### config.mk
export PLATFORM = sky130hd
export DESIGN_NAME = pp_rf_sb_flat
export DESIGN_NICKNAME = d
export VERILOG_FILES = /design/src/rtl/pp_rf_sb_if.sv /design/src/rtl/pp_rf_sb.sv /design/src/flat_wrapper.sv
export SDC_FILE = /design/constraint.sdc
export NUM_CORES = 2
export LEC_CHECK = 0
export ABC_AREA = 0
export ABC_CLOCK_PERIOD_IN_PS = 4800
export BUFFER_PORTS_ARGS = -buffer_cell sky130_fd_sc_hd__buf_4
export CORE_MARGIN = 10
export CORE_UTILIZATION = 59
export CTS_BUF_LIST = sky130_fd_sc_hd__clkbuf_16
export DETAILED_ROUTE_END_ITERATION = 8
export GPL_TIMING_DRIVEN = 0
export HOLD_SLACK_MARGIN = 0.02
export PLACE_DENSITY = 0.76
export SLEW_MARGIN = 5
export SYNTH_ARGS = -nofsm -noshare
export SYNTH_HDL_FRONTEND = slang
export SYNTH_SLANG_ARGS = --single-unit
### constraint.sdc
create_clock -name clk -period 4.8 [get_ports clk]
set_clock_uncertainty 0.15 [all_clocks]
set_input_delay 0.96 -clock clk [delete_from_list [all_inputs] [get_ports clk]]
set_output_delay 0.96 -clock clk [all_outputs]
set_load 0.02 [all_outputs]
### src/rtl/pp_rf_sb_if.sv
// Issue/writeback/read bundle between the issue stage and the register file with scoreboard.
// The master side drives addresses, write data and issue info; the slave side returns read data and busy state.
interface pp_rf_sb_if #(
    parameter int unsigned XLEN = 32,
    parameter int unsigned AW   = 5
);
    logic [AW-1:0]   rs1;
    logic [AW-1:0]   rs2;
    logic [AW-1:0]   rd;
    logic [XLEN-1:0] writedata;
    logic            regwrite;
    logic            iss_valid;
    logic [AW-1:0]   iss_rd;
    logic [XLEN-1:0] rd1;
    logic [XLEN-1:0] rd2;
    logic            busy1;
    logic            busy2;
    logic [AW:0]     busy_cnt;

    modport master (
        output rs1, rs2, rd, writedata, regwrite, iss_valid, iss_rd,
        input  rd1, rd2, busy1, busy2, busy_cnt
    );

    modport slave (
        input  rs1, rs2, rd, writedata, regwrite, iss_valid, iss_rd,
        output rd1, rd2, busy1, busy2, busy_cnt
    );
endinterface

### src/rtl/pp_rf_sb.sv
// Two-read/one-write register file with registered, bypassed reads and a per-register
// pending (busy) scoreboard that is set on issue and cleared on writeback.
module pp_rf_sb #(
    parameter int unsigned XLEN     = 32,
    parameter int unsigned AW       = 5,
    parameter bit          ZERO_REG = 1'b1,
    parameter bit          INIT_IDX = 1'b1
) (
    input  logic      clk,
    input  logic      rst_n,
    pp_rf_sb_if.slave bus
);
    localparam int unsigned NREG = 2 ** AW;
    localparam int unsigned CW   = AW + 1;

    logic [XLEN-1:0] rf [NREG];
    logic [NREG-1:0] busy_q;
    logic [NREG-1:0] busy_next_c;
    logic [CW-1:0]   busy_cnt_q;
    logic [CW-1:0]   busy_cnt_next_c;
    logic [XLEN-1:0] rd1_q;
    logic [XLEN-1:0] rd2_q;
    logic            busy1_q;
    logic            busy2_q;

    logic            wr_en_c;
    logic            iss_en_c;
    logic            cnt_inc_c;
    logic            cnt_dec_c;
    logic [XLEN-1:0] rd1_next_c;
    logic [XLEN-1:0] rd2_next_c;

    // Register 0 swallows writes and issues when it is hardwired
    always_comb begin
        wr_en_c  = bus.regwrite  && !(ZERO_REG && (bus.rd == '0));
        iss_en_c = bus.iss_valid && !(ZERO_REG && (bus.iss_rd == '0));
    end

    // Clear first, then set, so a same-edge issue leaves the new producer pending
    always_comb begin
        busy_next_c = busy_q;
        if (bus.regwrite) begin
            busy_next_c[bus.rd] = 1'b0;
        end
        if (iss_en_c) begin
            busy_next_c[bus.iss_rd] = 1'b1;
        end
    end

    // Incremental population count; a clear of an idle register changes nothing
    always_comb begin
        cnt_inc_c       = iss_en_c && !busy_q[bus.iss_rd];
        cnt_dec_c       = bus.regwrite && busy_q[bus.rd]
                          && !(iss_en_c && (bus.iss_rd == bus.rd));
        busy_cnt_next_c = busy_cnt_q + CW'(cnt_inc_c) - CW'(cnt_dec_c);
    end

    // Read muxes: hardwired zero, then same-edge write bypass, then array
    always_comb begin
        rd1_next_c = rf[bus.rs1];
        rd2_next_c = rf[bus.rs2];
        if (wr_en_c && (bus.rd == bus.rs1)) begin
            rd1_next_c = bus.writedata;
        end
        if (wr_en_c && (bus.rd == bus.rs2)) begin
            rd2_next_c = bus.writedata;
        end
        if (ZERO_REG && (bus.rs1 == '0)) begin
            rd1_next_c = '0;
        end
        if (ZERO_REG && (bus.rs2 == '0)) begin
            rd2_next_c = '0;
        end
    end

    always_ff @(posedge clk or negedge rst_n) begin
        if (!rst_n) begin
            for (int unsigned i = 0; i < NREG; i++) begin
                rf[i] <= INIT_IDX ? XLEN'(i) : '0;
            end
        end else if (wr_en_c) begin
            rf[bus.rd] <= bus.writedata;
        end
    end

    always_ff @(posedge clk or negedge rst_n) begin
        if (!rst_n) begin
            busy_q     <= '0;
            busy_cnt_q <= '0;
            rd1_q      <= '0;
            rd2_q      <= '0;
            busy1_q    <= 1'b0;
            busy2_q    <= 1'b0;
        end else begin
            busy_q     <= busy_next_c;
            busy_cnt_q <= busy_cnt_next_c;
            rd1_q      <= rd1_next_c;
            rd2_q      <= rd2_next_c;
            busy1_q    <= busy_next_c[bus.rs1];
            busy2_q    <= busy_next_c[bus.rs2];
        end
    end

    assign bus.rd1      = rd1_q;
    assign bus.rd2      = rd2_q;
    assign bus.busy1    = busy1_q;
    assign bus.busy2    = busy2_q;
    assign bus.busy_cnt = busy_cnt_q;
endmodule

### src/flat_wrapper.sv
// flat-port wrapper written by rule: the top's interface ports become plain ports
module pp_rf_sb_flat 
#(
    parameter int unsigned XLEN     = 32,
    parameter int unsigned AW       = 5,
    parameter bit          ZERO_REG = 1'b1,
    parameter bit          INIT_IDX = 1'b1
)
  (clk, rst_n, bus_rs1, bus_rs2, bus_rd, bus_writedata, bus_regwrite, bus_iss_valid, bus_iss_rd, bus_rd1, bus_rd2, bus_busy1, bus_busy2, bus_busy_cnt);
  pp_rf_sb_if #(.XLEN(XLEN), .AW(AW)) bus_i ();
  input  logic clk;
  input  logic rst_n;
  input wire logic [$bits(bus_i.rs1)-1:0] bus_rs1;
  input wire logic [$bits(bus_i.rs2)-1:0] bus_rs2;
  input wire logic [$bits(bus_i.rd)-1:0] bus_rd;
  input wire logic [$bits(bus_i.writedata)-1:0] bus_writedata;
  input wire logic [$bits(bus_i.regwrite)-1:0] bus_regwrite;
  input wire logic [$bits(bus_i.iss_valid)-1:0] bus_iss_valid;
  input wire logic [$bits(bus_i.iss_rd)-1:0] bus_iss_rd;
  output wire logic [$bits(bus_i.rd1)-1:0] bus_rd1;
  output wire logic [$bits(bus_i.rd2)-1:0] bus_rd2;
  output wire logic [$bits(bus_i.busy1)-1:0] bus_busy1;
  output wire logic [$bits(bus_i.busy2)-1:0] bus_busy2;
  output wire logic [$bits(bus_i.busy_cnt)-1:0] bus_busy_cnt;
  assign bus_i.rs1 = bus_rs1;
  assign bus_i.rs2 = bus_rs2;
  assign bus_i.rd = bus_rd;
  assign bus_i.writedata = bus_writedata;
  assign bus_i.regwrite = bus_regwrite;
  assign bus_i.iss_valid = bus_iss_valid;
  assign bus_i.iss_rd = bus_iss_rd;
  assign bus_rd1 = bus_i.rd1;
  assign bus_rd2 = bus_i.rd2;
  assign bus_busy1 = bus_i.busy1;
  assign bus_busy2 = bus_i.busy2;
  assign bus_busy_cnt = bus_i.busy_cnt;
  pp_rf_sb #(.XLEN(XLEN), .AW(AW), .ZERO_REG(ZERO_REG), .INIT_IDX(INIT_IDX)) u_core (.clk(clk), .rst_n(rst_n), .bus(bus_i));
endmodule
### Word level (Yosys, flattened, before mapping)

Index checks and enable logic that the tools add are counted.

| word-level totals | value |
|---|---|
| bits in registers | 1128 |
| input bits | 56 |
| output and inout bits | 72 |
| logic and storage cells | 105 |

| cells by class | value |
|---|---|
| reduce and logical (&&, ||, !) cells | 19 |
| magnitude comparators | 10 |
| muxes and demuxes | 27 |
| bitwise operators | 6 |
| add/sub/neg operators | 2 |
| equal/unequal tests | 3 |

Operators with widths:

| kind | number |
|---|---|
| 1024-bit bitwise mux | 1 |
| 32-bit two-way mux | 11 |
| 32-bit binary-select mux with 5-bit select | 2 |
| 32-bit demux with 5-bit select | 1 |
| 32-bit AND | 1 |
| 32-bit inverter | 1 |
| 32-bit bitwise OR | 1 |
| 5-bit by 6-bit less-than comparator with 1-bit output, second input constant | 4 |
| 1-bit binary-select mux with 5-bit select | 4 |
| 5-bit zero test | 4 |
| 6-bit greater-or-equal comparator, second input constant | 3 |
| 5-bit inverter with 6-bit output | 3 |
| 5-bit == test | 3 |
| 1-bit logical AND | 11 |
| 1-bit demux with 5-bit select | 2 |
| 5-bit by 1-bit greater-or-equal comparator with 1-bit output, second input constant | 2 |
| 6-bit by 1-bit adder with 6-bit output | 1 |
| 6-bit by 1-bit less-than comparator with 1-bit output, second input constant | 1 |
| 1-bit two-way mux | 6 |
| 6-bit by 1-bit subtractor with 6-bit output | 1 |
| 1-bit zero test | 4 |

### Longest topological paths before layout

| logic depth | value |
|---|---|
| depth after elaboration | 11 |
| mapped depth | 16 |
| depth with buffers taken out | 14 |

### Least setup slack after synthesis

No wires, ideal clock.

| timing path | value |
|---|---|
| path type | input to register |
| from | input bus_rd[0] |
| to | register u_core.busy_cnt_q[4], in the netlist u_core.bus.busy_cnt[4] |
| path buffers | 2 |
| setup time | 0.080 ns |
| arrival time | 3.783 ns |
| required time | 4.570 ns |
| slack | 0.787 ns |
| stages | 14 |
| cell sequence | buf_6 > buf_2 > mux4_2 > a22o_1 > a22oi_1 > o31ai_1 > o311a_1 > ha_1 > inv_1 > ha_1 > fa_1 > a21o_1 > a21oi_1 > xnor2_1 |

| on the way | value |
|---|---|
| cells in the longest elaborated chain, start to end | 5 |
| elaborated cells between the ends (all ways) | 8 |
| those cells by class | 1 x add/sub; 1 x eq/ne; 2 x mux; 4 x reduce/logical |

RTL lines:

| element | RTL line | RTL |
|---|---|---|
| start, declared | flat_wrapper.sv:15 | `input wire logic [$bits(bus_i.rd)-1:0] bus_rd;` |
| 1-bit binary-select mux with 5-bit select or 5-bit == test (tied branches) | pp_rf_sb.sv:53, pp_rf_sb.sv:54 |  |
| 1-bit two-way mux (not written as such) or 1-bit logical AND (tied branches) | pp_rf_sb.sv:53, pp_rf_sb.sv:54 |  |
| 1-bit logical AND or 1-bit zero test (tied branches) | pp_rf_sb.sv:53, pp_rf_sb.sv:54 |  |
| 1-bit logical AND * | pp_rf_sb.sv:54 | `&& !(iss_en_c && (bus.iss_rd == bus.rd));` |
| 6-bit by 1-bit subtractor with 6-bit output * | pp_rf_sb.sv:55 | `busy_cnt_next_c = busy_cnt_q + CW'(cnt_inc_c) - CW'(cnt_dec_c);` |
| via u_core.busy_cnt_next_c[4] | pp_rf_sb.sv:20 | `logic [CW-1:0] busy_cnt_next_c;` |
| end signal, assigned | pp_rf_sb.sv:96 | `busy_cnt_q <= busy_cnt_next_c;` |
| end, declared | pp_rf_sb.sv:19 | `logic [CW-1:0] busy_cnt_q;` |

Mark *: on every way through the listed nets, which the timed path passes. The rest lies on a longest branch. The select of a mux whose other input is x is not followed.
A chain may end at the register's enable or synchronous reset.

### Worst setup path in the final report

| timing path | value |
|---|---|
| from | input bus_rs2[1] |
| to | register u_core.rd2_q[29], in the netlist u_core.bus.rd2[29] |

| on the way | value |
|---|---|
| cells in the longest elaborated chain, start to end | 6 |
| elaborated cells between the ends (all ways) | 9 |
| those cells by class | 1 x eq/ne; 5 x mux; 1 x bitwise; 2 x reduce/logical |

RTL lines:

| element | RTL line | RTL |
|---|---|---|
| start, declared | flat_wrapper.sv:14 | `input wire logic [$bits(bus_i.rs2)-1:0] bus_rs2;` |
| 5-bit inverter with 6-bit output (not written as such) | pp_rf_sb.sv:61 | `rd2_next_c = rf[bus.rs2];` |
| 32-bit binary-select mux with 5-bit select | pp_rf_sb.sv:61 |  |
| 32-bit two-way mux (not written as such) (2 in series) | pp_rf_sb.sv:61 |  |
| 32-bit two-way mux | pp_rf_sb.sv:65 | `if (wr_en_c && (bus.rd == bus.rs2)) begin` |
| 32-bit two-way mux * | pp_rf_sb.sv:71 | `if (ZERO_REG && (bus.rs2 == '0)) begin` |
| via u_core.rd2_next_c[29] | pp_rf_sb.sv:31 | `logic [XLEN-1:0] rd2_next_c;` |
| end signal, assigned | pp_rf_sb.sv:98 | `rd2_q <= rd2_next_c;` |
| end, declared | pp_rf_sb.sv:22 | `logic [XLEN-1:0] rd2_q;` |

Marked as above.

==> flow_summary.json <==
{
  "fin_nets": 4497,
  "grt_max_degree": 168,
  "cellPowerDensity_nw_per_um2": 436,
  "rows": 116,
  "tightest_slew_ps": 1600,
  "grt.total_usage_pct": 40.0,
  "finish.utilization_pct": 66.4,
  "start_kind": "primary input",
  "irDropWorstVdd_mv": 0.342,
  "cp_data_arrival_time_ps": 5260,
  "synth_area_um2": 59900,
  "syn_inst": 4191,
  "setup_slack_ps": -108,
  "cts_num_sinks": 1128,
  "ys_seq_area_share_pct": 47.3,
  "crit_type": "in2reg",
  "viasPerCell": 7.59,
  "synth_flop_cell": "dfrtp_1",
  "rr_worst_depth": 13,
  "rrSetupSlack_ps": 1290,
  "grt_pass1_wl_um": 324000,
  "avgSynthCellArea_um2": 14.3,
  "design.core.area_um2": 100000,
  "status": "complete, but fails checks",
  "syn2layout_area_growth_pct": 11.4,
  "clock_latency_ps": 770,
  "relSlewSlack_pct": -6.74,
  "synth-async-reset-ratio_pct": 100,
  "synth_top_area_cell": "dfrtp_1",
  "slew_viol_final": 132,
  "hold_slack_ps": 19.1,
  "cp_max_fo": 10,
  "end_kind": "flip-flop",
  "reg2reg_to": "u_core.bus.busy_cnt[4]",
  "dieArea_um2": 115000,
  "finalSetupTns_ps": -108,
  "cap_violations": 14,
  "ys_types": 76,
  "clk_pin_slew_ps": 60,
  "synth_top_family_by_area": "multiplexers",
  "dp_hpwl_um": 149000,
  "yosys.area.top_type_share_pct": 43.8,
  "power_mw": 29.1,
  "io_buffers": 115,
  "grt.overflow.total": 0,
  "wl_per_cell_um": 39.6,
  "setup_viol": 1,
  "cts_setup_buffers": 0,
  "synth_fp_nets": 4254,
  "ys_top_cells_by_area": "dfrtp_1 44%, mux4_2 24%, mux2_2 15%",
  "worst_hold_path_type": "in2async",
  "drcViolationCount": 4,
  "muxShareOfSynthArea_pct": 40.4,
  "antenna_left": 0,
  "hold_buffers": 0,
  "rr_startpoint": "u_core.busy_q[21]",
  "synth_edf_count": 0,
  "power.leakage_nw": 29.2,
  "cts_tree": "built",
  "fmax_mhz": 204,
  "dp_cells": 5671,
  "synth_simple_gate_area_share_pct": 5.77,
  "start_util_pct": 59.6,
  "synth-xor-area-share_pct": 0.293,
  "fin_crit_sh_pct": 102,
  "cp.required_ps": 5160,
  "antenna_found_initial": 13,
  "routabilityCongestion": 1.01,
  "grt_setup_unrepaired": "false",
  "cts.path.max_buffers": 3,
  "ys_warn_count": 0,
  "htreeDepth": 3,
  "drtPass1Iterations": 9,
  "wl_um": 234000,
  "synth_compound_area_share_pct": 2.53,
  "clk_root_buffer_cell": "clkbuf_16",
  "preCtsSetupSlack_ps": -145,
  "grt_pass1_vias": 44067,
  "drive_gt1_share_pct": 44.4,
  "ys_seq_elements": 1128,
  "numCtsBuffers": 118,
  "via_count": 44785,
  "final_cells": 5899,
  "chipWidth_um": 339,
  "placed_cell_area_um2": 62700,
  "die_h_um": 339,
  "finalHoldViolations": 0,
  "pin_count": 128,
  "violations": "DRC, capacitance limit, slew limit, setup timing",
  "post_cts_resized": 0,
  "timing.final.crit_period_ps": 4910,
  "drt_iter0_drc": 7289,
  "synthAdderAreaFrac_pct": 0.159,
  "finalInstanceArea_um2": 66700
}
[worst max-delay path: stages]
cell and delay [ps]:
buf_2 180, buf_2 230, buf_2 560, buf_2 670, xnor2_1 180, nand3_1 420
clkbuf_1 1100, nor2_1 70, nor3_1 850
[layer usage]
metal / routed length (um) / vias to the layer above / GRT usage [%]
met5: 154 / - / 0.212
met4: 22100 / 18 / 30.3
met3: 39100 / 1225 / 20.9
met2: 94900 / 4219 / 54.1
met1: 77300 / 23149 / 47.9
li1: - / 16174 / -
[registers in the layout (all words and copies together) (netlist names)]
signal               flops
u_core.bus.busy2         1
u_core.busy_q           32
u_core.bus.rd1          32
u_core.bus.rd2          32
u_core.bus.busy1         1
u_core.bus.busy_cnt      6
u_core.rf             1024
[synth_stat cells (23+ instances only)]
master,instances
a211oi_1,61
o21ai_0,23
nor2_1,102
dfstp_2,80
nor3_1,29
buf_1,32
mux4_2,641
dfrtp_1,1048
nand2_1,619
clkbuf_1,286
inv_1,25
buf_2,110
mux2_2,816
mux2i_1,55
[worst max path at each step]
stage,start,end
2_1_floorplan,bus_rd[0],u_core.bus.busy_cnt[4]
3_3_place_gp,rst_n,u_core.bus.rd1[16]
3_5_place_dp,bus_rs2[2],u_core.bus.rd2[29]
4_1_cts,bus_rs2[2],u_core.bus.rd2[29]
5_1_grt,bus_rs2[1],u_core.bus.rd2[29]
6_report,bus_rs2[1],u_core.bus.rd2[29]
[final cells by class]
cell class | instances | area, um^2
antenna | 5 | 12.5
buffer | 457 | 2060
clock buffer | 119 | 2980
clock inverter | 104 | 985
fill | 7177 | 33800
inverter | 28 | 105
multi-input combinational | 2578 | 29400
sequential | 1128 | 28300
tap | 1357 | 1700
timing repair buffer | 123 | 1090
[cell families (layout without fill, tap and decap cells)]
family / after synthesis / in the layout
mux: 1512 / 1512
buf+inv: 485 / 831
fa+ha+maj: 7 / 7
other cells: 0 / 5
flops: 1128 / 1128
xor+xnor: 20 / 20
compound gates: 202 / 202
simple gates: 837 / 837
[power breakdown]
group | switching (mW) | internal, mW | total, mW | leakage [nW]
registers | 1.38 | 11.5 | 12.8 | 14.3
clock network | 4.14 | 5.41 | 9.55 | 2.05
logic | 3.01 | 3.65 | 6.66 | 12.9
total | 8.52 | 20.5 | 29.1 | 29.2
[layout by cell type (no fill, tap or decap), types with 15 or more instances in the layout]
| master | n |
|---|---|
| dfrtp_1 | 1048 |
| mux2_2 | 816 |
| mux4_2 | 641 |
| nand2_1 | 619 |
| clkbuf_1 | 260 |
| buf_4 | 128 |
| clkbuf_16 | 119 |
| buf_2 | 116 |
| nor2_1 | 102 |
| dfstp_2 | 80 |
| a211oi_1 | 61 |
| inv_1 | 55 |
| mux2i_1 | 55 |
| clkbuf_2 | 29 |
| nor3_1 | 29 |
| clkinv_1 | 28 |
| buf_1 | 23 |
| o21ai_0 | 23 |
| a21oi_1 | 20 |
| clkinv_2 | 20 |
| bufinv_16 | 17 |
| and2_1 | 16 |
| and3_1 | 16 |
| buf_6 | 15 |
Power figures use the tool's default switching activity.
